==> src/rtl/adc_serial_multi.sv <==
// adc_serial_multi: reads NUM_CH serial ADCs that share one SCLK and one CS_N.
// Each frame: CS_N low, LEAD_CLKS blank SCLK periods, DATA_W data periods
// (MSB first, sampled on SCLK rising edges), then IDLE_CLKS periods of CS_N high.
// Completed sample sets are presented on a valid/ready output register with a
// sticky overrun flag for sets dropped while the output is still occupied.
//
// Build option: define ADC_SERIAL_MULTI_PEAK_HOLD_EN to add per-channel peak hold
// registers; without it the peak port drives constant zero.
//
// state | meaning
// IDLE  | CS_N high, SCLK low, waiting for enable
// CONV  | CS_N low, SCLK toggling, shifting in lead + data bits
// QUIET | CS_N high between frames, then CONV (enable) or IDLE
module adc_serial_multi #(
    parameter int NUM_CH    = 2,
    parameter int DATA_W    = 12,
    parameter int LEAD_CLKS = 2,
    parameter int CLK_DIV   = 2,
    parameter int IDLE_CLKS = 2
) (
    input  logic                     clk,
    input  logic                     reset,
    input  logic                     enable,
    output logic                     adc_sclk,
    output logic                     adc_cs_n,
    input  logic [NUM_CH-1:0]        adc_sd,
    output logic [NUM_CH*DATA_W-1:0] data,
    output logic                     valid,
    input  logic                     ready,
    output logic                     overrun,
    input  logic                     overrun_clr,
    output logic [NUM_CH*DATA_W-1:0] peak,
    input  logic                     peak_clr
);

    localparam int SW = NUM_CH * DATA_W;
    localparam logic [3:0] DIV_LAST   = 4'(CLK_DIV - 1);
    localparam logic [4:0] PER_LAST   = 5'(LEAD_CLKS + DATA_W - 1);
    localparam logic [4:0] DATA_BITS  = 5'(DATA_W);
    localparam logic [8:0] QUIET_LAST = 9'(IDLE_CLKS * 2 * CLK_DIV - 1);

    typedef enum logic [1:0] {
        IDLE  = 2'd0,
        CONV  = 2'd1,
        QUIET = 2'd2
    } state_t;

    state_t         state_q, state_d;
    logic [3:0]     div_q, div_d;       // clk cycles left in the current SCLK half-period
    logic           sclk_q, sclk_d;
    logic [4:0]     per_q, per_d;       // SCLK periods left after the current one
    logic [8:0]     quiet_q, quiet_d;   // clk cycles left with CS_N high
    logic           sample_en;
    logic           conv_exit;
    logic           done_q;             // one cycle after CONV exits: sample set ready
    logic [SW-1:0]  shift_q;
    logic [SW-1:0]  data_q;
    logic           valid_q;
    logic           overrun_q;
    logic           occupied;

    // Next-state and SCLK timing; sampling happens on the clk that raises SCLK.
    always_comb begin
        state_d   = state_q;
        div_d     = div_q;
        sclk_d    = sclk_q;
        per_d     = per_q;
        quiet_d   = quiet_q;
        sample_en = 1'b0;
        conv_exit = 1'b0;
        case (state_q)
            IDLE: begin
                if (enable) begin
                    state_d = CONV;
                    div_d   = DIV_LAST;
                    sclk_d  = 1'b0;
                    per_d   = PER_LAST;
                end
            end
            CONV: begin
                if (div_q != 4'd0) begin
                    div_d = div_q - 4'd1;
                end else begin
                    div_d = DIV_LAST;
                    if (!sclk_q) begin
                        sclk_d = 1'b1;
                        // Lead edges are counted but their bits are thrown away.
                        sample_en = (per_q < DATA_BITS);
                    end else begin
                        sclk_d = 1'b0;
                        if (per_q == 5'd0) begin
                            conv_exit = 1'b1;
                            state_d   = QUIET;
                            quiet_d   = QUIET_LAST;
                        end else begin
                            per_d = per_q - 5'd1;
                        end
                    end
                end
            end
            QUIET: begin
                if (quiet_q != 9'd0) begin
                    quiet_d = quiet_q - 9'd1;
                end else if (enable) begin
                    state_d = CONV;
                    div_d   = DIV_LAST;
                    sclk_d  = 1'b0;
                    per_d   = PER_LAST;
                end else begin
                    state_d = IDLE;
                end
            end
            default: state_d = IDLE;
        endcase
    end

    // FSM and timer registers.
    always_ff @(posedge clk or posedge reset) begin
        if (reset) begin
            state_q <= IDLE;
            div_q   <= '0;
            sclk_q  <= 1'b0;
            per_q   <= '0;
            quiet_q <= '0;
            done_q  <= 1'b0;
        end else begin
            state_q <= state_d;
            div_q   <= div_d;
            sclk_q  <= sclk_d;
            per_q   <= per_d;
            quiet_q <= quiet_d;
            done_q  <= conv_exit;
        end
    end

    // Per-channel shift registers, MSB first.
    always_ff @(posedge clk or posedge reset) begin
        if (reset) begin
            shift_q <= '0;
        end else if (sample_en) begin
            for (int i = 0; i < NUM_CH; i++) begin
                shift_q[i*DATA_W +: DATA_W] <= {shift_q[i*DATA_W +: DATA_W-1], adc_sd[i]};
            end
        end
    end

    assign occupied = valid_q && !ready;

    // Output register: load a finished set, or drop it while the consumer still holds one.
    always_ff @(posedge clk or posedge reset) begin
        if (reset) begin
            data_q    <= '0;
            valid_q   <= 1'b0;
            overrun_q <= 1'b0;
        end else begin
            if (done_q && !occupied) begin
                data_q  <= shift_q;
                valid_q <= 1'b1;
            end else if (valid_q && ready) begin
                valid_q <= 1'b0;
            end
            // A drop wins over a simultaneous clear so no lost set goes unreported.
            if (done_q && occupied) begin
                overrun_q <= 1'b1;
            end else if (overrun_clr) begin
                overrun_q <= 1'b0;
            end
        end
    end

`ifdef ADC_SERIAL_MULTI_PEAK_HOLD_EN
    logic [SW-1:0] peak_q, peak_d;

    // Peak update on every completion, dropped sets included; clear + completion restarts at the sample.
    always_comb begin
        peak_d = peak_q;
        for (int i = 0; i < NUM_CH; i++) begin
            if (done_q && peak_clr) begin
                peak_d[i*DATA_W +: DATA_W] = shift_q[i*DATA_W +: DATA_W];
            end else if (peak_clr) begin
                peak_d[i*DATA_W +: DATA_W] = '0;
            end else if (done_q && (shift_q[i*DATA_W +: DATA_W] > peak_q[i*DATA_W +: DATA_W])) begin
                peak_d[i*DATA_W +: DATA_W] = shift_q[i*DATA_W +: DATA_W];
            end
        end
    end

    // Peak registers.
    always_ff @(posedge clk or posedge reset) begin
        if (reset) begin
            peak_q <= '0;
        end else begin
            peak_q <= peak_d;
        end
    end

    assign peak = peak_q;
`else
    logic unused_peak_clr;
    assign unused_peak_clr = peak_clr;
    assign peak            = '0;
`endif

    assign adc_sclk = sclk_q;
    assign adc_cs_n = (state_q != CONV);
    assign data     = data_q;
    assign valid    = valid_q;
    assign overrun  = overrun_q;

endmodule
==> config.mk <==
export PLATFORM = sky130hd
export DESIGN_NAME = adc_serial_multi
export DESIGN_NICKNAME = d
export VERILOG_FILES = /design/src/rtl/adc_serial_multi.sv
export SDC_FILE = /design/constraint.sdc
export NUM_CORES = 1
export LEC_CHECK = 0
export CAP_MARGIN = 10
export CORE_MARGIN = 5
export CORE_UTILIZATION = 25
export CTS_BUF_LIST = sky130_fd_sc_hd__clkbuf_16
export CTS_CLUSTER_DIAMETER = 80
export DETAILED_ROUTE_END_ITERATION = 6
export PLACE_DENSITY_LB_ADDON = 0.3
export SLEW_MARGIN = 20
export SYNTH_ARGS = -nofsm -noshare
export SYNTH_HDL_FRONTEND = slang
export SYNTH_SLANG_ARGS = --single-unit
export TNS_END_PERCENT = 5
==> constraint.sdc <==
create_clock -name clk -period 6.3 [get_ports clk]
set_clock_uncertainty 0.05 [all_clocks]
set_input_delay 1.89 -clock clk [delete_from_list [all_inputs] [get_ports clk]]
set_output_delay 1.89 -clock clk [all_outputs]
set_load 0.01 [all_outputs]
[After elaboration in Yosys (flattened, before gate mapping)]
Cells that the tools add are included.
Word-level totals
  register bits: 72
Cells by class
  $add $sub $neg: 3
  order comparisons: 1
  equal/unequal tests: 10
  mux-type cells: 38
  reductions and logical operators: 19
Operator list (number)
  two-way mux 9 bit: 4
  two-way mux 5 bit: 5
  one-hot mux 9 bit (2 select lines): 1
  two-way mux 1 bit: 16
  one-hot mux 5 bit (3 select lines): 1
  AND reduction 5 bit: 3
  != test 2 bit, second input constant: 7
  two-way mux 4 bit: 3
  one-hot mux 4 bit (3 select lines): 1
  two-way mux 2 bit: 5
  nonzero test 9 bit: 1
  subtractor 9 x 1 -> 9 bit, second input constant: 1
  one-hot mux 2 bit (3 select lines): 1
  nonzero test 2 bit: 3
  logical NOT 5 bit: 1
  less-than comparator 5 x 4 -> 1 bit, second input constant: 1
  subtractor 5 x 1 -> 5 bit, second input constant: 1
  logical AND 1 bit: 4
  nonzero test 4 bit: 1
  subtractor 4 x 1 -> 4 bit, second input constant: 1
  one-hot mux 1 bit (3 select lines): 1
  AND reduction 3 bit: 1
  nonzero test 3 bit: 1
  equality test 2 x 1 -> 1 bit, second input constant: 1
  5 further kinds: 6

[Depth between registers and ports, before layout]
  depth in word-level cells: 5
  mapped depth: 8
  depth with buffers taken out: 7

[Worst setup path after synthesis]
OpenSTA, ideal clock, no wires.
  path kind: input to register
  start point: input ready
  end point: register data_q[10] (netlist: data[10])
  arrival time: 2924 ps
  required time: 6125 ps
  setup slack: 3201 ps
  stages: 4
  buffers on the path: 1
  path through: nand2b_1 -> nand2_1 -> clkbuf_1 -> mux2_2
On the way
  cells in the longest elaborated chain, start to end: 4
RTL lines
  start: declaration: line 29  | input logic ready,
  logical NOT 1 bit: line 147  | assign occupied = valid_q && !ready;
  logical AND 1 bit: line 147
  logical NOT 1 bit: line 156  | if (done_q && !occupied) begin
  logical AND 1 bit: line 156
  end signal: assignment: line 157  | data_q <= shift_q;
  end: declaration: line 57  | logic [SW-1:0] data_q;
Every way passes these cells.
A chain may end at the register's enable or synchronous reset.

[Worst setup path after layout]
  start point: register state_q[1]
  end point: output adc_cs_n
On the way
  cells in the longest elaborated chain, start to end: 1
RTL lines
  start: declaration: line 48  | state_t state_q, state_d;
  start signal: assignment: line 127  | state_q <= state_d;
  != test 2 x 1 -> 1 bit: line 205  | assign adc_cs_n = (state_q != CONV);
  end: declaration: line 25  | output logic adc_cs_n,
Every way passes these cells.

==> flow_metrics.env <==
export IMPL_status="finished, final reports clean"
export IMPL_ctsHoldBuffers=0
export IMPL_slew_violations=0
export IMPL_wl_per_cell_um=12.3
export IMPL_hp_class="reg2reg"
export IMPL_arrival_ns=1.79
export IMPL_cp_startpoint="state_q[1]$_DFFE_PP0P_"
export IMPL_synthTopCellsByArea="dfrtp_1 55%, mux2_2 17%, buf_4 5.5%"
export IMPL_maxCapViolCount=0
export IMPL_cts_tree="built"
export IMPL_cts_buffers=9
export IMPL_grt_pass1_vias=2040
export IMPL_hold_depth=2
export IMPL_critPathTopFamily="buffers and inverters"
export IMPL_tightest_slew_ns=1.05
export IMPL_cp_num_buf_inv=2
export IMPL_synth_cell_type_count=50
export IMPL_pwr_density_cell_nw_per_um2=430
export IMPL_synth_top_area_share_pct=55.4
export IMPL_fin_nets=310
export IMPL_rows=41
export IMPL_drtAntennaViolNets=0
export IMPL_synth_top_area_cell="dfrtp_1"
export IMPL_startpoint_type="flop"
export IMPL_die_w_um=124
export IMPL_min_to="valid$_DFFE_PP0P_"
export IMPL_die_height_um=124
export IMPL_antennaDiodeCount=0
export IMPL_critPathMaxFanout=7
export IMPL_grt_usage_pct=8.18
export IMPL_drc=0
export IMPL_cts_buffer_depth=2
export IMPL_overflow=0
export IMPL_synth_edf_count=0
export IMPL_drt_iter0_drc=94
export IMPL_avgSynthCellArea_um2=12.6
export IMPL_dieArea_um2=15400
export IMPL_htreeDepth=3
export IMPL_routabilityCongestion=0.786
export IMPL_ir_worst_vdd_uv=110
export IMPL_r2r_cells=6
export IMPL_fillers=1288
export IMPL_yosysWarningCount=0
export IMPL_via_per_inst=4.24
export IMPL_critPathRequiredTime_ns=4.36
export IMPL_setup_worst_path_end_class="primary output"
export IMPL_grt_pass1_wl_um=9920
export IMPL_cpPeakStageDelay_ns=0.57
export IMPL_worstPathCellList="and2b_1 -> inv_1 -> clkdlybuf4s50_1"
export IMPL_r2r_end="shift_q[12]$_DFFE_PP0P_"
export IMPL_slew_limit_headroom_pct=29.9
export IMPL_rsz0062_at_grt="no"
export IMPL_drive_above_1_share_pct=24.8
export IMPL_leakage_nw=1.87
export IMPL_fmax_mhz=268
export IMPL_fin_tns_setup_ns=0
export IMPL_pin_count=60
export IMPL_synth_ff_type="dfrtp_1"
export IMPL_synth_seq_cells=72
export IMPL_cts_root_buffer="clkbuf_16"
export IMPL_port_buffers=34
export IMPL_vias=2016
export IMPL_netlist_instances=258
export IMPL_coreArea_um2=12700
export IMPL_cts_resized=0
export IMPL_path_class="reg2out"
export IMPL_ys_top_cells_by_count="72 x dfrtp_1, 48 x mux2_2, 24 x buf_4, 13 x nand2_1, 11 x inv_1"
export IMPL_wirelength_um=5860
export IMPL_finalPower_mw=1.73
export IMPL_hpwl_um=4060
export IMPL_area_growth_synth_to_final_pct=23.6
export IMPL_antenna_found_initial=0
export IMPL_initial_utilization_pct=25.7
export IMPL_clk_latency_ns=0.33
export IMPL_r2r_setup_slack_ns=3.78
export IMPL_ys_seq_area_share_pct=55.4
export IMPL_synth_most_common_cell="dfrtp_1"
export IMPL_post_cts_buffers=0
export IMPL_async_flop_share_pct=100
export IMPL_syn_area_um2=3250
export IMPL_dr_pass1_iters=4
export IMPL_clk_pin_slew_ns=0.06
export IMPL_r2r_start="div_q[0]$_DFFE_PP0P_"
export IMPL_timing_final_crit_share_pct=59.2
export IMPL_cts_sinks=72
export IMPL_min_period_ns=3.73
export IMPL_hold_viol=0
export IMPL_cpMaxStageDelayCell="clkdlybuf4s50_1"
export IMPL_grt_max_degree=42
export IMPL_min_delay_start="done_q$_DFF_PP0_"
export IMPL_setup_violations=0
## worst min-delay path, delay by kind of cell (launching register included)
kind,cells,cell delay (ns)
flops,1,0.34
buf+inv,1,0.05
simple gates,1,0.05
## state kept, by name, summed over array words and instances, names as in the netlist
name and count:
adc_sclk 1, data 24, overrun 1, state_q 2, div_q 4, done_q 1
per_q 5, valid 1, shift_q 24, quiet_q 9
## cell type report
class | count | area (um^2) | area share (%)
Multi-Input combinational cell | 168 | 1280 | 31.9
Sequential cell | 72 | 1800 | 44.8
Timing Repair Buffer | 35 | 348 | 8.65
Clock inverter | 7 | 103 | 2.55
Inverter | 12 | 45.0 | 1.12
Tap cell | 172 | 215 | 5.35
Clock buffer | 9 | 225 | 5.60
## worst max path at each step
stage	slack (ns)	depth (start not counted)	end
finish	2.57	3	adc_cs_n
global route	2.50	3	adc_cs_n
CTS	2.57	3	adc_cs_n
detailed placement	2.37	4	data[23]$_DFFE_PP0P_
global placement	2.42	4	data[19]$_DFFE_PP0P_
floorplan	2.54	1	adc_sclk$_DFFE_PP0P_
## metrics by stage
step                util [%]  hold WS [ns]  instance area, um^2  setup WS, ns  instances
floorplan                  -         0.390                 3340          2.54        281
global placement        29.1         0.413                 3690          2.42        459
detailed placement      29.1         0.423                 3690          2.37        459
CTS                     31.7         0.436                 4020          2.57        475
global route            31.7         0.474                 4020          2.50        475
finish                  31.7         0.428                 4020          2.57        475
## report_power, final
group	internal, mW	switching (mW)
sequential	0.583	0.0952
combinational	0.273	0.227
clock	0.351	0.199
## cells in the final DEF, fill, tap and decap left out, drive strengths merged, types with 4 or more instances in the layout
cell type | synthesis | layout
nor2 | 6 | 6
nor3 | 8 | 8
o21ai | 8 | 8
nor3b | 4 | 4
clkbuf | 1 | 9
nand2 | 13 | 13
conb | 1 | 24
ha | 4 | 4
a21oi | 5 | 5
clkdlybuf4s50 | 0 | 34
mux2 | 48 | 48
inv | 12 | 14
a31oi | 4 | 4
dfrtp | 72 | 72
nand2b | 4 | 4
nand3 | 4 | 4
## logic make-up after synthesis
family	share of synthesized area [%]
compound gates	7.35
simple gates	10.9
other cells	0.115
xor+xnor	0.269
fa+ha+maj	1.54
flops	55.4
mux	16.6
buf+inv	7.81
## layer usage
metal  wire (um)  vias up  GRT usage (%)
li1            -      949              -
met1        2750     1013           10.5
met2        2670       43           12.6
met3         329       11           2.72
met4         121        0           3.63
met5           0        -              0
Power figures use the tool's default switching activity.
